==> src/rtl/jellyvl_stream_serializer.sv <==
// Wide-to-narrow stream serializer: takes one S_NUM-lane word per handshake and
// emits its valid lanes one UNIT_WIDTH unit per cycle with packet first/last flags.
module jellyvl_stream_serializer #(
    parameter int UNIT_WIDTH = 8,
    parameter int S_NUM      = 4,
    parameter bit LSB_FIRST  = 1'b1,
    parameter int CNT_WIDTH  = $clog2(S_NUM + 1)
) (
    input  logic                          reset,
    input  logic                          clk,
    input  logic                          cke,

    input  logic [S_NUM*UNIT_WIDTH-1:0]   s_data,
    input  logic [CNT_WIDTH-1:0]          s_count,
    input  logic                          s_last,
    input  logic                          s_valid,
    output logic                          s_ready,

    output logic [UNIT_WIDTH-1:0]         m_data,
    output logic                          m_first,
    output logic                          m_last,
    output logic                          m_valid,
    input  logic                          m_ready
);

    localparam int IDX_W = (S_NUM > 1) ? $clog2(S_NUM) : 1;
    localparam int LEN_W = $clog2(S_NUM + 1);

    // A zero or oversized count means a full word.
    function automatic logic [LEN_W-1:0] clamp_count(input logic [CNT_WIDTH-1:0] count);
        if (count == '0 || 32'(count) > 32'(S_NUM)) begin
            return LEN_W'(S_NUM);
        end
        return LEN_W'(count);
    endfunction

    function automatic logic [UNIT_WIDTH-1:0] select_lane(
        input logic [S_NUM*UNIT_WIDTH-1:0] word,
        input logic [IDX_W-1:0]            idx
    );
        int lane;
        lane = LSB_FIRST ? int'(idx) : (S_NUM - 1 - int'(idx));
        return word[lane*UNIT_WIDTH +: UNIT_WIDTH];
    endfunction

    function automatic logic is_final_lane(
        input logic [IDX_W-1:0] idx,
        input logic [LEN_W-1:0] cnt
    );
        return LEN_W'(idx) == (cnt - LEN_W'(1));
    endfunction

    logic [S_NUM*UNIT_WIDTH-1:0]   r_buf;
    logic [LEN_W-1:0]              r_cnt;
    logic [IDX_W-1:0]              r_idx;
    logic                          r_busy;
    logic                          r_last_w;
    logic                          r_pkt_start;

    logic [UNIT_WIDTH-1:0]         r_m_data;
    logic                          r_m_first;
    logic                          r_m_last;
    logic                          r_m_valid;

    logic                          w_last_lane;
    logic                          w_s_ready;
    logic                          w_in_xfer;
    logic                          w_out_xfer;

    logic [S_NUM*UNIT_WIDTH-1:0]   w_buf_n;
    logic [LEN_W-1:0]              w_cnt_n;
    logic [IDX_W-1:0]              w_idx_n;
    logic                          w_busy_n;
    logic                          w_last_w_n;
    logic                          w_pkt_start_n;

    assign w_last_lane = r_busy & is_final_lane(r_idx, r_cnt);
    // Accepting while the final unit drains lets words chain without a bubble.
    assign w_s_ready   = !reset & cke & (!r_busy | (m_ready & w_last_lane));
    assign w_in_xfer   = s_valid & w_s_ready;
    assign w_out_xfer  = r_busy & m_ready & cke;

    always_comb begin
        w_buf_n       = r_buf;
        w_cnt_n       = r_cnt;
        w_idx_n       = r_idx;
        w_busy_n      = r_busy;
        w_last_w_n    = r_last_w;
        w_pkt_start_n = r_pkt_start;

        if (w_out_xfer) begin
            if (w_last_lane) begin
                w_busy_n      = 1'b0;
                w_pkt_start_n = r_last_w;
            end else begin
                w_idx_n = r_idx + IDX_W'(1);
            end
        end

        // A simultaneous load overrides the end-of-word release.
        if (w_in_xfer) begin
            w_buf_n    = s_data;
            w_cnt_n    = clamp_count(s_count);
            w_idx_n    = '0;
            w_busy_n   = 1'b1;
            w_last_w_n = s_last;
        end
    end

    always_ff @(posedge clk) begin
        if (reset) begin
            r_buf       <= '0;
            r_cnt       <= '0;
            r_idx       <= '0;
            r_busy      <= 1'b0;
            r_last_w    <= 1'b0;
            r_pkt_start <= 1'b1;
        end else if (cke) begin
            r_buf       <= w_buf_n;
            r_cnt       <= w_cnt_n;
            r_idx       <= w_idx_n;
            r_busy      <= w_busy_n;
            r_last_w    <= w_last_w_n;
            r_pkt_start <= w_pkt_start_n;
        end
    end

    // Outputs are registered from the next state so they track the held lane exactly.
    always_ff @(posedge clk) begin
        if (reset) begin
            r_m_data  <= '0;
            r_m_first <= 1'b0;
            r_m_last  <= 1'b0;
            r_m_valid <= 1'b0;
        end else if (cke) begin
            r_m_data  <= select_lane(w_buf_n, w_idx_n);
            r_m_first <= w_busy_n & w_pkt_start_n & (w_idx_n == '0);
            r_m_last  <= w_busy_n & w_last_w_n & is_final_lane(w_idx_n, w_cnt_n);
            r_m_valid <= w_busy_n;
        end
    end

    assign s_ready = w_s_ready;
    assign m_data  = r_m_data;
    assign m_first = r_m_first;
    assign m_last  = r_m_last;
    assign m_valid = r_m_valid;

endmodule

==> config.mk <==
export PLATFORM = sky130hd
export DESIGN_NAME = jellyvl_stream_serializer
export DESIGN_NICKNAME = d
export VERILOG_FILES = /design/src/rtl/jellyvl_stream_serializer.sv
export SDC_FILE = /design/constraint.sdc
export NUM_CORES = 1
export LEC_CHECK = 0
export ABC_CLOCK_PERIOD_IN_PS = 2860
export CORE_ASPECT_RATIO = 1.2
export CORE_MARGIN = 4
export CORE_UTILIZATION = 35
export DETAILED_ROUTE_END_ITERATION = 6
export PLACE_DENSITY_LB_ADDON = 0.05
export SYNTH_ARGS = -nofsm -noshare
export SYNTH_HDL_FRONTEND = slang
export SYNTH_SLANG_ARGS = --single-unit
==> constraint.sdc <==
create_clock -name clk -period 2.86 [get_ports clk]
set_input_delay 0.715 -clock clk [delete_from_list [all_inputs] [get_ports clk]]
set_output_delay 0.715 -clock clk [all_outputs]
set_load 0.05 [all_outputs]
# Word level (Yosys, flattened, before mapping)
# Cells that the tools add are included.
[totals] reg_bits=50 output_inout_bits=12 wordCells=48
[classes] addsub=3 n_lt_le_gt_ge=1 eq_ne=2 shifts=1 mux=15 n_bitwise=12 reduce_logical=5
[op_table] operator="$mux W32" n=1
[op_table] operator="$shiftx A32 B6 Y8" n=1
[op_table] operator="$and A1 B1 Y1" n=11
[op_table] operator="$mux W3" n=3
[op_table] operator="$mux W1" n=8
[op_table] operator="$eq A2 B3 Y1" n=2
[op_table] operator="$mux W2" n=3
[op_table] operator="$sub A3 B1 Y3 const B" n=2
[op_table] operator="$gt A3 B3 Y1 const B" n=1
[op_table] operator="$logic_not A3 Y1" n=1
[op_table] operator="$add A2 B1 Y2 const B" n=1
[op_table] operator="$logic_not A1 Y1" n=2
[op_table] operator="$logic_not A2 Y1" n=1
[op_table] operator="$logic_or A1 B1 Y1" n=1
[op_table] operator="$or A1 B1 Y1" n=1

# Depth between registers and ports, before layout
# Gate-level depths: netlist of run 1.
[depth] ltp_word=13 depth_mapped=11 ltp_nobuf=8

# Worst setup path after synthesis of run 1
# OpenSTA, ideal clock, no wires.
[synth_timing] kind="reg2out" from="register r_cnt[0]" to="output port s_ready" arrival_time_ps=1824 required_time_ps=2145 setup_slack_ps=321 stages_incl_launch_ff=7 cell_sequence="dfxtp_1 buf_2 inv_2 ha_1 xor2_1 a41o_1 and2_1"
[synth_via] elab_chain_len=6
[synth_rtl] item="start: declaration" line="54" text="logic [LEN_W-1:0] r_cnt;"
[synth_rtl] item="start signal: assignment" line="120" text="r_cnt <= w_cnt_n;"
[synth_rtl] item="$sub A3 B1 Y3" line="50" text="return LEN_W'(idx) == (cnt - LEN_W'(1));"
[synth_rtl] item="$eq A2 B3 Y1" line="50"
[synth_rtl] item="$and A1 B1 Y1" line="77" text="assign w_last_lane = r_busy & is_final_lane(r_idx, r_cnt);"
[synth_rtl] item="$and A1 B1 Y1" line="79" text="assign w_s_ready = !reset & cke & (!r_busy | (m_ready & w_last_lane));"
[synth_rtl] item="$or A1 B1 Y1" line="79"
[synth_rtl] item="$and A1 B1 Y1" line="79"
[synth_rtl] item="end: declaration" line="17" text="output logic s_ready,"
# Every way passes these cells.

# Final worst setup path of run 1
[layout_timing] from="input port cke" to="output port s_ready"
[layout_via] elab_chain_len=2
[layout_rtl] item="start: declaration" line="11" text="input logic cke,"
[layout_rtl] item="$and A1 B1 Y1 (2 in a row)" line="79"
# Every way passes these cells.

==> flow_summary.toml, run 1 <==
[synth]
synth_top_cell_by_area = "dfxtp_1"
synth_xor_xnor_area_share_pct = 2.37
synth_common_cells = "nand2_1, dfxtp_1, a21oi_1"
synth_compound_area_share_pct = 20.3
synthAdderAreaFrac_pct = 1.01
synth-simple-area-share_pct = 21.5
yosys-top-cells-area = "dfxtp_1, nand2_1, a21oi_1"
avgSynthCellArea_sq_um = 8.26
synth_top_flop_cell = "dfxtp_1"
yosysUniqueCellTypes = 54
synth_edf_count = 0
synth.top_cell.area_share_pct = 40.4
synthCells = 300
netlist_area_sq_um = 2480
synth.yosys.warnings = 0
syn_nets = 343
synth_seq_cells = 50
async_flop_share_pct = 0
synth_most_common_cell = "nand2_1"
synth_top_family_by_area = "simple AND/OR/NAND/NOR gates"
synthMuxAreaShare_pct = 7.53
seq_area_frac_synth_pct = 40.4

[setup_path]
crit_path_max_fanout = 16
r2r_end = "m_data[7]"
worst-setup-path-type = "in -> out"
crit_end = "s_ready"
cp-startpoint = "cke"
cp_data_required_time_ps = 2140
r2r-start = "r_cnt[1]"
cp-end-kind = "output pin"
start_kind = "primary input"
crit_arrival_ps = 2070
ff2ff_path_depth = 8
r2r_slack_ps = 380

[global_route]
grt-ovfl-total = 0
grt_pass1_wl_um = 11500
track_usage_pct = 16.9
grt_max_degree = 48
antenna_found_initial = 0
grt_pass1_vias = 2319

[detailed_routing]
wirelength_um = 6960
vias = 2305
post-route-drc-count = 0
drt_iter0_drc = 72
ant_nets = 0
wl_per_cell_um = 15.7
firstDrtPassIters = 4
viasPerCell = 5.20

[clock_network]
clock_sinks = 50
cts.clk_slew.worst_paths_ps = 100
hold_buffers = 0
cts_tree = "yes"
numCtsBuffers = 5
clockBufferDepth = 2
cts_root_buf = "clkbuf_8"
cts-htree-levels = 2
clk_latency_ps = 300

[timing]
setup_viol = 0
fin_hold_ws_ps = 455
max_slew.worst_pin.slew_ps = 587
drv_slew = 0
clock_skew_ps = 12.1
rsz0062_at_grt = "false"
setup_tns_ps = 0
slew_headroom_pct = 60.8
min_period_ps = 2780
finalCritPeriodShare_pct = 97.3
hold_viol_final = 0
fmaxAchievable_ghz = 0.359

[power]
ir_drop_uv = 233
p_leak_nw = 1.18
power_density_nw_per_um2 = 453

[finish]
fin_nets = 398
antennaDiodeCount = 0
n_fill_cell = 730
layout-drive-gt1-share_pct = 12.9
area_growth_syn_to_layout_pct = 31.7

[placement]
io_buffers = 52
place.gp.congestion = 0.927
hpwl_um = 5170

[die]
num_rows = 33
coreArea_sq_um = 6850
die_area_sq_um = 8490
start_util_pct = 36.1
dieWidth_um = 84.8
die_y_um = 100
io_pins = 53

[flow_run]
cap_viol_max_count = 0

[run_status]
status = "finished clean"

[min_path]
min_path_type = "reg -> reg"
## where the power goes
group	leakage [nW]	internal [mW]	total, mW	switching, mW
Sequential	0.406	0.719	0.738	0.0185
Combinational	0.725	0.121	0.242	0.120
Clock	0.0514	0.261	0.500	0.239
## timing repair
action,in CTS,in global routing
pin swaps,0,0
gates resized for setup,1,3
buffers inserted,0,0
endpoints found under the hold margin,0,0
cloned,0,0
setup endpoints to repair,1,6
## state kept, by name, summed over array words and instances, names as in the netlist, 2 cells and up
register and flops:
m_data 8, r_buf 32, r_cnt 3, r_idx 2
## routing by layer
| metal | GRT usage (%) | share of wire [%] | wire length (um) | up-vias |
|---|---|---|---|---|
| met2 | 31.3 | 53 | 3720 | 62 |
| met5 | 0 | 0 | 0 | - |
| met4 | 4.87 | 1.5 | 102 | 0 |
| li1 | - | - | - | 1149 |
| met3 | 3.37 | 4.2 | 290 | 9 |
| met1 | 19.5 | 41 | 2850 | 1085 |
## layout make-up
class                      instances  area, sq um  share of cell area (%)
clock buffer                       6         72.6                    2.22
tap                               87          109                    3.34
sequential                        50         1000                    30.7
multi-input combinational        218         1330                    40.8
inverter                           8         30.0                   0.920
clock inverter                     2         37.5                    1.15
timing repair buffer              72          681                    20.9
## logic make-up after synthesis
| logic type | Yosys count |
|---|---|
| adder cells (fa/ha/maj) | 2 |
| buffers and inverters | 32 |
| flip-flops | 50 |
| AO/OA/AOI/OAI | 78 |
| XOR/XNOR | 5 |
| AND/OR/NAND/NOR | 116 |
| multiplexers | 17 |
## cell usage in the layout, fill, tap and decap left out, types with 3 or more instances in the layout
master           netlist  layout
nor2_1                 7       7
nand2b_1               7       7
nand2_1               75      75
a31oi_1                9       9
o21ai_0                3       3
clkbuf_8               0       5
a21oi_1               36      36
a2bb2oi_1              6       6
clkdlybuf4s50_1        0      51
and3_1                 5       5
mux2_2                 7       7
nor3_1                 6       6
inv_1                  7       7
dfxtp_1               50      50
nand3_1                3       3
mux2i_1                7       7
buf_4                  6      20
## worst min-delay path by stage
stage	from	to	slack (ps)	depth (start not counted)
6_report	r_buf[6]	r_buf[6]	450	2
5_1_grt	r_buf[6]	r_buf[6]	480	2
4_1_cts	r_buf[6]	r_buf[6]	460	2
3_5_place_dp	r_buf[6]	r_buf[6]	440	2
3_3_place_gp	r_buf[6]	r_buf[6]	440	2
2_1_floorplan	r_buf[6]	r_buf[6]	430	2
## stage by stage
stage	total power, mW	worst slack [ps]	std cells	util [%]	instance area, sq um
4_1_cts	1.49	26.6	443	47.3	3240
5_1_grt	1.56	32.5	443	47.6	3260
3_3_place_gp	0.993	-156	435	45.6	3130
6_report	1.48	77.5	443	47.6	3260
3_5_place_dp	0.994	-214	435	45.6	3130
2_1_floorplan	0.879	321	300	-	2480
## critical path, stage by stage
cell	delay [ps]
clkdlybuf4s50_1	480
buf_4	110
buf_4	200
nor2b_4	220
and2_1	190
buf_12	140
Power figures use the tool's default switching activity.
==> inputs of run 2 (changes only) <==
--- a/config.mk
+++ b/config.mk
@@ -9,8 +9,10 @@
 export CORE_ASPECT_RATIO = 1.2
 export CORE_MARGIN = 4
 export CORE_UTILIZATION = 35
+export CTS_CLUSTER_SIZE = 14
 export DETAILED_ROUTE_END_ITERATION = 6
-export PLACE_DENSITY_LB_ADDON = 0.05
+export PLACE_DENSITY = 0.6
+export SKIP_LAST_GASP = 1
 export SYNTH_ARGS = -nofsm -noshare
 export SYNTH_HDL_FRONTEND = slang
 export SYNTH_SLANG_ARGS = --single-unit
==> run 2 against run 1 <==
Critical path type unchanged. Utilization rose by 0.24 points. Flip-flop and latch count unchanged. Total power is 5.8% higher. Clock power grew 18%. Clock skew shrank 6.4 ps. Die area unchanged. Sequential power is essentially flat. First-iteration DRC count rose by 71%. Global-route usage fell by 1.1 points. Clock-buffer cell count decreased by 1. Critical path depth decreased by 1. Maximum frequency rose by 2.1%.
==> flow_summary.toml, run 2 (same netlist as run 1, synthesis figures left out) <==
[placement]
io_buffers = 52
place.gp.congestion = 0.876
hpwl_um = 4970
place_inst = 436

[global_route]
use_met1_pct = 19.2
met3_usage_pct = 2.38
track_usage_pct = 15.7
grt_max_degree = 48
busiest_layer = "met2"
antenna_found_initial = 0
grt-ovfl-total = 0
met2_usage_pct = 29.0
grt_pass1_vias = 2263
grt_pass1_wl_um = 10900

[run_status]
status = "finished clean"

[die]
num_rows = 33
dieWidth_um = 84.8
coreArea_sq_um = 6850
start_util_pct = 36.1
die_area_sq_um = 8490
io_pins = 53
die_y_um = 100

[setup_path]
max_stage_delay_ps = 470
cp-end-kind = "output pin"
crit_arrival_ps = 2010
cp-startpoint = "cke"
crit_end = "s_ready"
r2r_end = "m_data[3]"
start_kind = "primary input"
worst-setup-path-type = "in -> out"
crit_path_max_fanout = 11
cp_slowest_cell = "clkdlybuf4s50_1"
path_buf_inv = 3
cp.depth = 5
cp_data_required_time_ps = 2140
critical_path.top_delay_family = "buffers and inverters"
ff2ff_path_depth = 9
r2r_slack_ps = 220
cp_cell_sequence = "clkdlybuf4s50_1 > buf_4 > nor2b_1 > and2_1 > buf_12"
r2r-start = "r_cnt[1]"

[power]
p_sw_share_pct = 23.9
ir_drop_uv = 197
power.total_mw = 1.57
combPwrFrac_pct = 15.1
intPower_mw = 1.19
p_sw_mw = 0.375
p_leak_nw = 1.20
p_seq_share_pct = 47.2
power_density_nw_per_um2 = 477
clock_power_share_pct = 37.7

[detailed_routing]
ant_nets = 0
viasPerCell = 5.11
wl_per_cell_um = 14.8
post-route-drc-count = 0
drt_iter0_drc = 123
wirelength_um = 6570
vias = 2272
firstDrtPassIters = 6

[clock_network]
cts_root_buf = "clkbuf_8"
cts.clk_slew.worst_paths_ps = 100
clk_latency_ps = 300
cts_tree = "yes"
clockBufferDepth = 2
cts-htree-levels = 2
hold_buffers = 0
numCtsBuffers = 5
clock_sinks = 50

[finish]
regArea_sq_um = 1000
n_fill_cell = 714
layout_common_cells = "nand2_1, clkdlybuf4s50_1, dfxtp_1"
top_register = "r_buf"
finalNonFillerCells = 445
layout-drive-gt1-share_pct = 13.1
fin_nets = 400
multi_input_area_sq_um = 1310
antennaDiodeCount = 0
largest_reg_flops = 32
final_common_cell = "nand2_1"
area_growth_syn_to_layout_pct = 32.4

[timing]
max_slew.worst_pin.slew_ps = 759
finalCritPeriodShare_pct = 95.2
rsz0062_at_grt = "false"
min_period_ps = 2720
drv_slew = 0
fmaxAchievable_ghz = 0.367
fin_hold_ws_ps = 457
hold_viol_final = 0
clock_skew_ps = 5.66
slew_headroom_pct = 49.4
setup_viol = 0

[flow_run]
cap_viol_max_count = 0

[min_path]
min_path_type = "reg -> reg"
[run 2: per-stage QoR]
| stage | util, % | TNS (ps) | worst slack [ps] | cell area (sq um) |
|---|---|---|---|---|
| 6_report | 47.8 | 0 | 136 | 3280 |
| 5_1_grt | 47.8 | 0 | 8.93 | 3280 |
| 4_1_cts | 47.7 | 0 | 122 | 3270 |
| 3_5_place_dp | 45.7 | -432 | -109 | 3130 |
| 3_3_place_gp | 45.7 | -53.2 | -19.2 | 3130 |
| 2_1_floorplan | - | 0 | 321 | 2480 |
[run 2: power groups by stage]
| stage | Combinational, mW | Sequential (mW) | Clock [mW] |
|---|---|---|---|
| floorplan | 0.111 | 0.768 | 0 |
| finish | 0.237 | 0.739 | 0.590 |
| CTS | 0.237 | 0.739 | 0.603 |
| global placement | 0.235 | 0.755 | 0 |
| global route | 0.256 | 0.742 | 0.629 |
| detailed placement | 0.236 | 0.756 | 0 |
[run 2: how the worst min path moves through the flow]
stage	start	slack, ps	to	depth (start not counted)
2_1_floorplan	r_buf[6]	430	r_buf[6]	2
3_3_place_gp	r_buf[7]	440	r_buf[7]	2
3_5_place_dp	r_buf[1]	450	r_buf[1]	2
4_1_cts	r_buf[1]	460	r_buf[1]	2
5_1_grt	r_buf[10]	480	r_buf[10]	2
6_report	r_buf[1]	460	r_buf[1]	2
[run 2: cell type report]
type | instances | area share, %
well taps | 87 | 3.32
clock buffers | 5 | 2.10
repair buffers | 74 | 21.2
multi-input cells | 218 | 39.8
inverters | 8 | 0.916
clock inverters | 3 | 2.10
flip-flops and latches | 50 | 30.5
[run 2: repair_timing]
item | CTS | global route
setup endpoints to repair | 0 | 1
buffers inserted | 0 | 1
gates resized for setup | 0 | 0
[run 2: worst register-to-register path: cells and delay by family (launching register included)]
family	cells	cell delay, ps
xor+xnor	1	270
fa+ha+maj	1	350
compound gates	4	1000
mux	1	190
buf+inv	2	330
flops	1	380
[run 2: routing by layer]
metal | share of wire [%] | vias up
li1 | - | 1156
met1 | 44 | 1074
met2 | 52 | 40
met3 | 3.2 | 2
met4 | 0.59 | 0
met5 | 0 | -
